--- config.mk ---
export PLATFORM = sky130hd
export DESIGN_NAME = mult_seq_64
export DESIGN_NICKNAME = d
export VERILOG_FILES = /design/src/rtl/mul_pkg.sv /design/src/rtl/adder_64.sv /design/src/rtl/mult_seq_64.sv
export SDC_FILE = /design/constraint.sdc
export NUM_CORES = 1
export LEC_CHECK = 0
export BUFFER_PORTS_ARGS = -buffer_cell sky130_fd_sc_hd__buf_2
export CAP_MARGIN = 20
export CORE_MARGIN = 2
export CORE_UTILIZATION = 48
export CTS_CLUSTER_DIAMETER = 60
export DETAILED_ROUTE_END_ITERATION = 10
export PLACE_DENSITY = 0.77
export SYNTH_ARGS = -nofsm -noshare
export SYNTH_HDL_FRONTEND = slang
export SYNTH_HIERARCHICAL = 1
export SYNTH_SLANG_ARGS = --single-unit
export TNS_END_PERCENT = 30
--- constraint.sdc ---
create_clock -name clk -period 23.8 [get_ports clk]
set_clock_uncertainty 0.15 [all_clocks]
set_input_delay 2.38 -clock clk [delete_from_list [all_inputs] [get_ports clk]]
set_output_delay 2.38 -clock clk [all_outputs]
set_load 0.03 [all_outputs]
--- src/rtl/mul_pkg.sv ---
// Shared types and constants for the sequential 64x64 shift-add multiplier.
package mul_pkg;

    typedef enum logic [1:0] {
        IDLE = 2'd0,
        RUN  = 2'd1,
        DONE = 2'd2
    } state_t;

    localparam int unsigned MUL_WIDTH = 64;
    localparam int unsigned MUL_ITERS = 64;

endpackage

--- src/rtl/adder_64.sv ---
// 64-bit ripple-carry adder with carry in/out; purely combinational.
module adder_64 (
    input  logic [63:0] a,
    input  logic [63:0] b,
    input  logic        carryin,
    output logic [63:0] result,
    output logic        carryout
);

    always_comb begin : ripple
        logic c;
        c        = carryin;
        result   = '0;
        for (int unsigned i = 0; i < 64; i++) begin
            result[i] = a[i] ^ b[i] ^ c;
            c         = (a[i] & b[i]) | (c & (a[i] ^ b[i]));
        end
        carryout = c;
    end

endmodule

--- src/rtl/mult_seq_64.sv ---
// Radix-2 shift-add unsigned multiplier: one multiplier bit per cycle through adder_64.
module mult_seq_64
    import mul_pkg::*;
#(
    parameter int unsigned WIDTH = MUL_WIDTH,
    parameter int unsigned CNT_W = 7
) (
    input  logic                 clk,
    input  logic                 reset,
    input  logic                 start,
    input  logic [WIDTH-1:0]     a,
    input  logic [WIDTH-1:0]     b,
    output logic                 ready,
    output logic                 busy,
    output logic                 done,
    output logic [2*WIDTH-1:0]   product
);

    localparam logic [CNT_W-1:0] LAST_ITER = CNT_W'(MUL_ITERS - 1);

    state_t             state_q, state_d;
    logic [WIDTH-1:0]   mcand_q, mcand_d;
    logic [WIDTH-1:0]   hi_q, hi_d;
    logic [WIDTH-1:0]   lo_q, lo_d;
    logic [CNT_W-1:0]   cnt_q, cnt_d;

    logic [WIDTH-1:0]   addend;
    logic [WIDTH-1:0]   add_res;
    logic               add_cout;
    logic [WIDTH:0]     sum65;

    assign addend = lo_q[0] ? mcand_q : '0;

    adder_64 u_adder (
        .a        (hi_q),
        .b        (addend),
        .carryin  (1'b0),
        .result   (add_res),
        .carryout (add_cout)
    );

    // Carry-out is the top bit of the partial sum; it shifts into hi[63].
    assign sum65 = {add_cout, add_res};

    always_ff @(posedge clk) begin
        if (!reset) begin
            state_q <= IDLE;
            mcand_q <= '0;
            hi_q    <= '0;
            lo_q    <= '0;
            cnt_q   <= '0;
        end else begin
            state_q <= state_d;
            mcand_q <= mcand_d;
            hi_q    <= hi_d;
            lo_q    <= lo_d;
            cnt_q   <= cnt_d;
        end
    end

    always_comb begin
        state_d = state_q;
        mcand_d = mcand_q;
        hi_d    = hi_q;
        lo_d    = lo_q;
        cnt_d   = cnt_q;
        ready   = 1'b0;
        busy    = 1'b0;
        done    = 1'b0;

        case (state_q)
            IDLE: begin
                ready = 1'b1;
                if (start) begin
                    mcand_d = a;
                    hi_d    = '0;
                    lo_d    = b;
                    cnt_d   = '0;
                    state_d = RUN;
                end
            end
            RUN: begin
                busy = 1'b1;
                hi_d = sum65[WIDTH:1];
                lo_d = {sum65[0], lo_q[WIDTH-1:1]};
                if (cnt_q == LAST_ITER) begin
                    state_d = DONE;
                end else begin
                    cnt_d = cnt_q + 1'b1;
                end
            end
            DONE: begin
                ready = 1'b1;
                done  = 1'b1;
                if (start) begin
                    mcand_d = a;
                    hi_d    = '0;
                    lo_d    = b;
                    cnt_d   = '0;
                    state_d = RUN;
                end else begin
                    state_d = IDLE;
                end
            end
            default: begin
                state_d = IDLE;
            end
        endcase
    end

    assign product = {hi_q, lo_q};

endmodule

==> results by group, run 1 <==
Die
  • Row count: 51
  • Initial Utilization: about 49%
  • Io pins: about 260
  • Die extent in x: approximately 140 um
  • Die area: about 21000 um^2
  • CORE AREA: 19270 um^2
  • Die height: approximately 140 um

Cells and area
  • Post-route cell area: roughly 12000 um^2
  • Layout cell share with drive strength beyond 1: between 30% and 40%
  • Fillcell total: ~1.7k
  • Area growth, synth to finish: 24.19%
  • Multi-input gate area: about 5100 um^2
  • Post-Layout Cell Count: about 1.4k
  • # nets final: ~1.3k
  • Sequential cell area: just over 4000 um^2

Synthesis
  • Largest cells by area after synthesis: dfxtp_1, fa_1, mux2i_1, a211oi_2, nand2_1
  • Count leader, synth: dfxtp_1
  • Post-Syn Nets: between 1k and 1.5k
  • Most frequent cells after synthesis: dfxtp_1, nand2_1, nor2_1, a21oi_1, mux2i_1
  • Number of enable flip-flop cells after synthesis: 0
  • Post-synth cell types: 38
  • Sequential share of the synthesized area: 42.98%
  • Post-synth ARST share: 0%
  • #FFs+latches synth: approximately 200
  • Most used flip-flop cell after synthesis: dfxtp_1
  • Syn. warnings: 6
  • Yosys top cell by area: dfxtp_1
  • Share of the synthesized area in the top cell type: approximately 43%
  • Syn avg cell area: roughly 10 um^2
  • Netlist Area Pre-Place: 9363 um^2
  • Synth Instances: 924

Run status
  • Status: completed

Placement
  • Number of port buffers: approximately 260
  • Placed insts: between 1k and 1.5k
  • Hpwl dp: around 15000 um
  • Gpl congestion: approximately 0.80
  • Area after DPL: roughly 11000 um^2

Clock tree
  • Clk slew on worst S/H paths: 0.06 ns
  • CTS tree: yes
  • Clk sinks: 201
  • H-tree levels: 1
  • Clock Path Buffers: 3
  • Worst skew pair latency: 0.51 ns
  • Hold Buf Count CTS: 0
  • Post-CTS setup buffer count: 0
  • Clk root buf: clkbuf_16
  • Clock buffer count from CTS: 23

Job
  • Max-cap viol count: 0

Global route
  • Largest net degree at the start of global routing: 81
  • All-Layer GR Usage: around 22%
  • Initial antenna violation count: 1
  • Vias in the first global route: 7137
  • GRT Residual Overflow: 0
  • First-pass GRT wire length: between 30000 and 40000 um

Timing
  • Fin crit share: approximately 98%
  • RSZ-0062 raised after global routing: yes
  • Final hold viol count: 0
  • Tightest Pin Transition: 0.9579 ns
  • Max-slew headroom: between 30% and 40%
  • Period minus WS final: around 23 ns
  • F_max: around 43 MHz
  • Final setup fails: 0
  • Slew Viols, Final: 0
  • Post-route setup TNS: 0 ns

Detailed routing
  • DRC viols: 0
  • Routed Antenna Nets: 0
  • Total number of vias: ~7.3k
  • WL per Instance: 16.11 um
  • Final WL: about 23000 um
  • Detailed Route Iter0 Violations: 236
  • Pre-antenna DRT Iters: 4
  • DR vias/cell: roughly 5.1

Worst setup path
  • Slowest cell delay on critical path: 0.39 ns
  • Arrival time at the worst endpoint: approximately 24 ns
  • Most used cell, CP: fa_2
  • Worst-path fanout max: 2
  • Slowest-stage cell, CP: fa_1
  • Critical Path RT: 24.09 ns
  • Crit path kind: reg -> reg
  • CP Launch Type: register
  • CP Capture Type: register

Power
  • PD cells: approximately 70 nW/um^2
  • Pleak: approximately 5 nW
  • Worst IR Drop VDD: 0.00005683 V

Hold path
  • Hold crit path type: reg -> reg
per-layer routing:
metal | track usage (%) | wire [um] | vias to the layer above
met2 | 35.69 | 10650 | 245
met1 | 28.61 | 9961 | 3439
li1 | - | - | 3597
met3 | 6.365 | 1984 | 32
met4 | 4.850 | 400 | 0
met5 | 0 | 0 | -
layout by cell type (no fill, tap or decap), types with 10 or more instances in the layout:
master,synthesis,layout
buf_2,33,261
dfxtp_1,201,199
nand2_1,133,133
nor2_1,85,85
a21oi_1,68,68
mux2i_1,65,65
and2_1,64,64
fa_2,0,61
a22o_1,45,45
a211oi_2,40,40
a211oi_1,24,24
clkbuf_16,0,23
a22oi_1,19,19
inv_1,12,10
power by group:
group	leakage, nW	switching, mW	internal, mW
logic	3.12	0.0869	0.0464
clock network	0.346	0.140	0.187
registers	1.65	0.0161	0.357
critical path: cells and delay by family (launching register included):
family / cells / cell delay, ns
AOI/OAI and AO/OA: 1 / 0.07
adders and majority gates: 64 / 22.28
buffers and inverters: 4 / 0.24
and+or+nand+nor: 2 / 0.27
DFF: 1 / 0.34
stage by stage:
stage          setup slack (ns)  hold WS (ns)  total power [mW]  util [%]
2_1_floorplan          0.002716        0.2669            0.4738         -
3_3_place_gp            -0.1771        0.2792            0.5097     56.16
3_5_place_dp            -0.3568        0.2845            0.5129     56.16
4_1_cts                 0.02451        0.2931            0.8406     59.92
5_1_grt                -0.06257        0.3173            0.8694     60.32
6_report                 0.4010        0.2918            0.8335     60.34
flip-flops by register name, indices dropped and copies added (netlist names):
register / flops
state_q: 2
lo_q: 64
mcand_q: 64
hi_q: 64
cnt_q: 7
area by class of cell:
type | count | share of cell area (%)
Multi-Input combinational cell | 637 | 43.77
Sequential cell | 201 | 34.67
Timing Repair Buffer | 271 | 12.22
Clock buffer | 29 | 5.402
Tap cell | 265 | 2.852
Clock inverter | 11 | 0.5918
Inverter | 13 | 0.4627
Antenna cell | 1 | 0.02152
what timing repair did:
item | in CTS | in global routing
gates resized for setup | 11 | 10
gates cloned | 0 | 0
pin swaps | 2 | 3
setup endpoints to repair | 3 | 3
path summary, 6_finish.rpt:
kind / start / endpoint / slack (ns) / cells past startpoint
setup reg to reg: lo_q[0] / hi_q[62] / 0.40 / 71
hold reg to reg: cnt_q[6] / cnt_q[6] / 0.29 / 2
setup / recovery: lo_q[0] / hi_q[62] / 0.40 / 71
hold / removal: cnt_q[6] / cnt_q[6] / 0.29 / 2
logic make-up (layout without fill, tap and decap cells):
group	after synthesis	in the layout	synth area share, %
compound gates	203	203	17.21
fa+ha+maj	65	65	13.82
buf+inv	86	324	4.450
flops	201	201	42.98
mux	66	66	7.069
other cells	1	2	0.04005
simple gates	302	302	14.43
(Power assumes the default switching activity.)
==> run 2, diff against run 1 <==
--- a/config.mk
+++ b/config.mk
@@ -12,6 +12,7 @@
 export CTS_CLUSTER_DIAMETER = 60
 export DETAILED_ROUTE_END_ITERATION = 10
 export PLACE_DENSITY = 0.77
+export RECOVER_POWER = 25
 export SYNTH_ARGS = -nofsm -noshare
 export SYNTH_HDL_FRONTEND = slang
 export SYNTH_HIERARCHICAL = 1
==> run 2 against run 1 <==
The run now ends with max-capacitance violations, max-slew violations left. Register-to-register slack is essentially flat. Die area is the same. Setup slack lost 0.0059 ns. Sequential power is essentially flat. Utilization shrank 0.065 points. Global-route usage is the same. Total power is essentially flat. Clock power is essentially flat. Cell area shrank 0.11%. Via count is essentially flat. Critical path type unchanged. Largest power group unchanged. Highest routed layer unchanged.
==> results by group, run 2 (synthesis results as in run 1) <==
Global route
  • Largest net degree at the start of global routing: 81 (unchanged)
  • GRT Residual Overflow: 0 (unchanged)
  • First-pass GRT wire length: 36020 um (unchanged)
  • Initial antenna violation count: 1 (unchanged)
  • Vias in the first global route: 7137 (unchanged)
  • All-Layer GR Usage: 21.75% (unchanged)

Detailed routing
  • DRC viols: 0 (unchanged)
  • Routed Antenna Nets: 0 (unchanged)
  • Pre-antenna DRT Iters: 4 (unchanged)
  • WL per Instance: 16.11 um (about the same)
  • DR vias/cell: 5.118 (was 5.121)
  • Detailed Route Iter0 Violations: 236 (unchanged)
  • Final WL: 23010 um (was 23000 um)
  • Total number of vias: 7308 (was 7313)

Clock tree
  • Clk slew on worst S/H paths: 0.06 ns (about the same)
  • Clock buffer count from CTS: 23 (unchanged)
  • Clk sinks: 201 (unchanged)
  • Clk root buf: clkbuf_16 (unchanged)
  • CTS tree: yes (unchanged)
  • H-tree levels: 1 (unchanged)
  • Clock Path Buffers: 3 (unchanged)
  • Worst skew pair latency: 0.51 ns (about the same)

Placement
  • Worst slack, placed: -0.3568 ns (unchanged)
  • Gpl congestion: 0.8014 (unchanged)
  • Number of port buffers: 261 (unchanged)
  • Hpwl dp: 15350 um (unchanged)

Die
  • Die area: 20640 um^2 (unchanged)
  • Row count: 51 (unchanged)
  • Die height: 143.7 um (unchanged)
  • Initial Utilization: 48.58% (unchanged)
  • Die extent in x: 143.7 um (unchanged)
  • CORE AREA: 19270 um^2 (unchanged)
  • Io pins: 262 (unchanged)

Worst setup path
  • Critical path depth: 71 (unchanged)
  • Slowest-stage cell, CP: fa_1 (unchanged)
  • Crit path max-delay family: adder cells (unchanged)
  • Arrival time at the worst endpoint: 23.70 ns (was 23.69 ns)
  • Worst-path fanout max: 2 (unchanged)
  • Bufs and invs on worst path: 4 (unchanged)
  • R2R cell count: 71 (unchanged)
  • Most used cell, CP: fa_2 (unchanged)
  • CP Capture Type: register (unchanged)
  • Critical Path RT: 24.09 ns (about the same)
  • Slowest cell delay on critical path: 0.39 ns (about the same)
  • CP Launch Type: register (unchanged)
  • Crit path kind: reg -> reg (unchanged)

Hold path
  • Hold crit path type: reg -> reg (unchanged)
  • Cell count of the worst hold path: 2 (unchanged)

Job
  • Max-cap viol count: 2 (was 0)

Timing
  • Slew Viols, Final: 138 (was 0)
  • RSZ-0062 raised after global routing: yes (unchanged)
  • Period minus WS final: 23.40 ns (about the same)
  • Final hold viol count: 0 (unchanged)
  • Tightest Pin Transition: 3.189 ns (was 0.9579 ns)
  • Max-slew headroom: -112.6% (was 36.14%)
  • Post-route setup TNS: 0 ns (unchanged)
  • Fin crit share: 98.34% (was 98.32%)
  • Final setup margin: 0.3951 ns (was 0.4010 ns)
  • Final setup fails: 0 (unchanged)
  • F_max: 42.73 MHz (was 42.74 MHz)

Power
  • Comb pwr share: 16.1% (was 16.0%)
  • Total power: 0.8343 mW (was 0.8335 mW)
  • Switching power total: 0.2430 mW (about the same)
  • Pleak: 5.106 nW (was 5.115 nW)
  • Worst IR Drop VDD: 0.00005683 V (about the same)
  • PD cells: 71.83 nW/um^2 (was 71.68 nW/um^2)
  • Clock power share: 39.2% (was 39.3%)
  • Switching fraction of total power: 29.13% (was 29.16%)
  • Pint: 0.5913 mW (was 0.5904 mW)
  • Reg power frac: 44.7% (about the same)

Cells and area
  • Layout cell share with drive strength beyond 1: 35.97% (was 36.23%)
  • # nets final: 1343 (unchanged)
  • Commonest cells after routing, fill and taps aside: buf_2, dfxtp_1, nand2_1, nor2_1, a21oi_1 (unchanged)
  • Area growth, synth to finish: 24.05% (was 24.19%)
  • Commonest non-fill, non-tap cell in the layout: buf_2 (unchanged)
  • Biggest regs: hi_q: 64 flops, lo_q: 64 flops, mcand_q: 64 flops (unchanged)
  • Fillcell total: 1686 (was 1681)

Run status
  • Failing checks: max-capacitance violations, max-slew violations
  • Status: finished with violations (was completed)
## run 2: per-stage QoR
| step | hold slack, ns | instances | utilization [%] | area, um^2 |
|---|---|---|---|---|
| 6_report | 0.2918 | 1428 | 60.27 | 11610 |
| 5_1_grt | 0.3173 | 1427 | 60.26 | 11610 |
| 4_1_cts | 0.2931 | 1425 | 59.92 | 11550 |
| 3_5_place_dp | 0.2845 | 1385 | 56.16 | 10820 |
| 3_3_place_gp | 0.2792 | 1385 | 56.16 | 10820 |
| 2_1_floorplan | 0.2669 | 924 | - | 9480 |
## run 2: metal layers
| metal | up-vias | GRT usage (%) | share of wire [%] |
|---|---|---|---|
| li1 | 3597 | - | - |
| met1 | 3438 | 28.61 | 43 |
| met2 | 241 | 35.69 | 46 |
| met3 | 32 | 6.365 | 8.5 |
| met4 | 0 | 4.850 | 1.7 |
| met5 | - | 0 | 0 |
## run 2: worst reg2reg max path, delay by kind of cell (launching register included)
kind,cells,cell delay (ns)
adder cells (fa/ha/maj),64,22.28
flip-flops,1,0.34
AND/OR/NAND/NOR,2,0.27
buffers and inverters,4,0.24
AO/OA/AOI/OAI,1,0.07
## run 2: power groups by stage
stage	registers (mW)	clock network [mW]	logic [mW]
detailed placement	0.380	0	0.133
finish	0.373	0.327	0.134
global route	0.375	0.348	0.147
CTS	0.373	0.334	0.133
global placement	0.379	0	0.130
floorplan	0.401	0	0.0732
## run 2: final cells by class
class / count / area [um^2] / area share, %
diodes: 1 / 2.502 / 0.02154
multi-input cells: 637 / 5082 / 43.76
clock buffers: 29 / 628.1 / 5.408
inverters: 13 / 53.80 / 0.4632
repair buffers: 271 / 1416 / 12.19
clock inverters: 11 / 68.82 / 0.5925
well taps: 265 / 331.6 / 2.855
flip-flops and latches: 201 / 4031 / 34.71
## run 2: what timing repair did
item                                    CTS  global route
setup buffers                             0             0
hold buffers                              0             0
endpoints found under the hold margin     0             0
gates resized for setup                  11            10
endpoints found under the setup margin    3             3
pin swaps                                 2             3
## run 2: path summary, 6_finish.rpt
check / end / slack (ns) / from
worst min-delay path: cnt_q[6] / 0.29 / cnt_q[6]
worst min register to register: cnt_q[6] / 0.29 / cnt_q[6]
worst max register to register: hi_q[62] / 0.40 / lo_q[0]
worst max-delay path: hi_q[62] / 0.40 / lo_q[0]
==> run 3, diff against run 2 <==
--- a/config.mk
+++ b/config.mk
@@ -8,10 +8,10 @@
 export BUFFER_PORTS_ARGS = -buffer_cell sky130_fd_sc_hd__buf_2
 export CAP_MARGIN = 20
 export CORE_MARGIN = 2
-export CORE_UTILIZATION = 48
+export CORE_UTILIZATION = 55
 export CTS_CLUSTER_DIAMETER = 60
 export DETAILED_ROUTE_END_ITERATION = 10
-export PLACE_DENSITY = 0.77
+export PLACE_DENSITY = 0.84
 export RECOVER_POWER = 25
 export SYNTH_ARGS = -nofsm -noshare
 export SYNTH_HDL_FRONTEND = slang
==> constraint.sdc (replaced) <==
create_clock -name clk -period 27.4 [get_ports clk]
set_clock_uncertainty 0.15 [all_clocks]
set_input_delay 2.74 -clock clk [delete_from_list [all_inputs] [get_ports clk]]
set_output_delay 2.74 -clock clk [all_outputs]
set_load 0.03 [all_outputs]
==> run 3 against run 2 <==
The run still ends with max-capacitance violations, max-slew violations left. Via count rose by 2.3%. Utilization grew 7.8 points. First-iteration DRC count up 81%. Count of clock-buffer cells in the layout grew 7. Critical path type unchanged. Register-to-register slack improved by 0.59 ns. Wire length decreased by 0.86%. Die area is 12% lower. Non-clock buffer count shrank 1. Total power is 13% lower.
==> results by group, run 3 (synthesis results as in run 1) <==
Detailed routing
  • WL per Instance: 16.53 um (was 16.11 um)
  • Final WL: 22810 um (was 23010 um)
  • Total number of vias: 7475 (was 7308)
  • DRC viols: 0 (unchanged)
  • Detailed Route Iter0 Violations: 427 (was 236)
  • Routed Antenna Nets: 0 (unchanged)
  • Pre-antenna DRT Iters: 5 (was 4)
  • DR vias/cell: 5.417 (was 5.118)

Placement
  • Gpl congestion: 0.7821 (was 0.8014)
  • Worst slack, placed: 1.289 ns (was -0.3568 ns)
  • Number of port buffers: 261 (unchanged)
  • Hpwl dp: 15580 um (was 15350 um)

Clock tree
  • Hold Buf Count CTS: 0 (unchanged)
  • Post_cts resized: 0 (was 11)
  • H-tree levels: 1 (unchanged)
  • CTS tree: yes (unchanged)
  • Clock Path Buffers: 3 (unchanged)
  • Clk slew on worst S/H paths: 0.06 ns (about the same)
  • Post-CTS setup buffer count: 0 (unchanged)
  • Clk sinks: 201 (unchanged)
  • Clock buffer count from CTS: 22 (was 23)
  • Clk root buf: clkbuf_16 (unchanged)
  • Worst skew pair latency: 0.49 ns (was 0.51 ns)

Worst setup path
  • CP Capture Type: register (unchanged)
  • Arrival time at the worst endpoint: 26.65 ns (was 23.70 ns)
  • Most used cell, CP: fa_1 (was fa_2)
  • Critical Path RT: 27.63 ns (was 24.09 ns)
  • Slowest cell delay on critical path: 0.43 ns (was 0.39 ns)
  • Crit path kind: reg -> reg (unchanged)
  • CP Launch Type: register (unchanged)
  • Worst-path fanout max: 3 (was 2)
  • Slowest-stage cell, CP: fa_1 (unchanged)

Power
  • Worst IR Drop VDD: 0.00005274 V (was 0.00005683 V)
  • Total power: 0.7246 mW (was 0.8343 mW)
  • Pleak: 5.063 nW (was 5.106 nW)
  • PD cells: 64.14 nW/um^2 (was 71.83 nW/um^2)

Die
  • CORE AREA: 16580 um^2 (was 19270 um^2)
  • Die extent in x: 134.5 um (was 143.7 um)
  • Io pins: 262 (unchanged)
  • Die area: 18080 um^2 (was 20640 um^2)
  • Die height: 134.5 um (was 143.7 um)
  • Row count: 47 (was 51)
  • Initial Utilization: 56.46% (was 48.58%)

Timing
  • RSZ-0062 raised after global routing: no (was yes)
  • Period minus WS final: 26.42 ns (was 23.40 ns)
  • Tightest Pin Transition: 4.237 ns (was 3.189 ns)
  • F_max: 37.85 MHz (was 42.73 MHz)
  • Max-slew headroom: -182.5% (was -112.6%)
  • Slew Viols, Final: 217 (was 138)
  • Final hold viol count: 0 (unchanged)
  • Final setup margin: 0.9812 ns (was 0.3951 ns)
  • Fin crit share: 96.42% (was 98.34%)
  • Post-route setup TNS: 0 ns (unchanged)
  • Final setup fails: 0 (unchanged)

Cells and area
  • N_diodes: 0 (was 1)
  • Commonest cells after routing, fill and taps aside: buf_2, dfxtp_1, nand2_1, nor2_1, a21oi_1 (unchanged)
  • Area growth, synth to finish: 20.65% (was 24.05%)
  • Layout cell share with drive strength beyond 1: 25.17% (was 35.97%)
  • # nets final: 1341 (was 1343)
  • Commonest non-fill, non-tap cell in the layout: buf_2 (unchanged)
  • Biggest regs: hi_q: 64 flops, lo_q: 64 flops, mcand_q: 64 flops (unchanged)

Hold path
  • Hold crit path type: reg -> reg (unchanged)

Run status
  • Status: finished with violations (unchanged)
  • Failing checks: max-capacitance violations, max-slew violations (unchanged)

Global route
  • First-pass GRT wire length: 36690 um (was 36020 um)
  • GRT Residual Overflow: 0 (unchanged)
  • Largest net degree at the start of global routing: 103 (was 81)
  • All-Layer GR Usage: 24.94% (was 21.75%)
  • Vias in the first global route: 7439 (was 7137)
  • Initial antenna violation count: 2 (was 1)

Job
  • Max-cap viol count: 3 (was 2)
==> run 3: critical path, delay by kind of cell, from the launching register on <==
family / cells / cell delay, ns
DFF: 1 / 0.32
buffers and inverters: 4 / 0.27
AOI/OAI and AO/OA: 1 / 0.07
adders and majority gates: 64 / 25.26
and+or+nand+nor: 2 / 0.25
==> run 3: path summary, 6_finish.rpt <==
kind                                  to  cells past startpoint  slack [ns]     start
worst max register to register  hi_q[62]                     71        0.98   lo_q[0]
worst min-delay path            cnt_q[6]                      2        0.29  cnt_q[6]
worst min register to register  cnt_q[6]                      2        0.29  cnt_q[6]
worst max-delay path            hi_q[62]                     71        0.98   lo_q[0]
==> run 3: metrics by stage <==
step | hold slack, ns | instances | cell area (um^2) | utilization, %
global placement | 0.2757 | 1338 | 10650 | 64.20
floorplan | 0.2669 | 924 | 9363 | -
detailed placement | 0.2898 | 1338 | 10650 | 64.20
finish | 0.2940 | 1380 | 11300 | 68.12
CTS | 0.2981 | 1377 | 11350 | 68.45
global route | 0.3107 | 1380 | 11300 | 68.12
==> run 3: power breakdown <==
part	internal [mW]	total, mW	switching [mW]
Clock	0.174	0.288	0.113
Sequential	0.310	0.323	0.0125
Combinational	0.0385	0.115	0.0760
Total	0.523	0.725	0.202
==> run 3: cell type report <==
cell class | count | area [um^2]
clock inverter | 3 | 40.04
tap | 220 | 275.3
multi-input combinational | 637 | 4895
timing repair buffer | 270 | 1343
sequential | 201 | 4029
fill | 1337 | 5288
inverter | 13 | 50.05
clock buffer | 36 | 664.4
==> run 3: metal layers <==
layer / global-route usage, % / vias up / wire length (um)
met4: 6.608 / 4 / 409
met3: 6.194 / 34 / 1915
met2: 43.62 / 277 / 11290
li1: - / 3590 / -
met5: 0 / - / 24
met1: 30.91 / 3570 / 9163
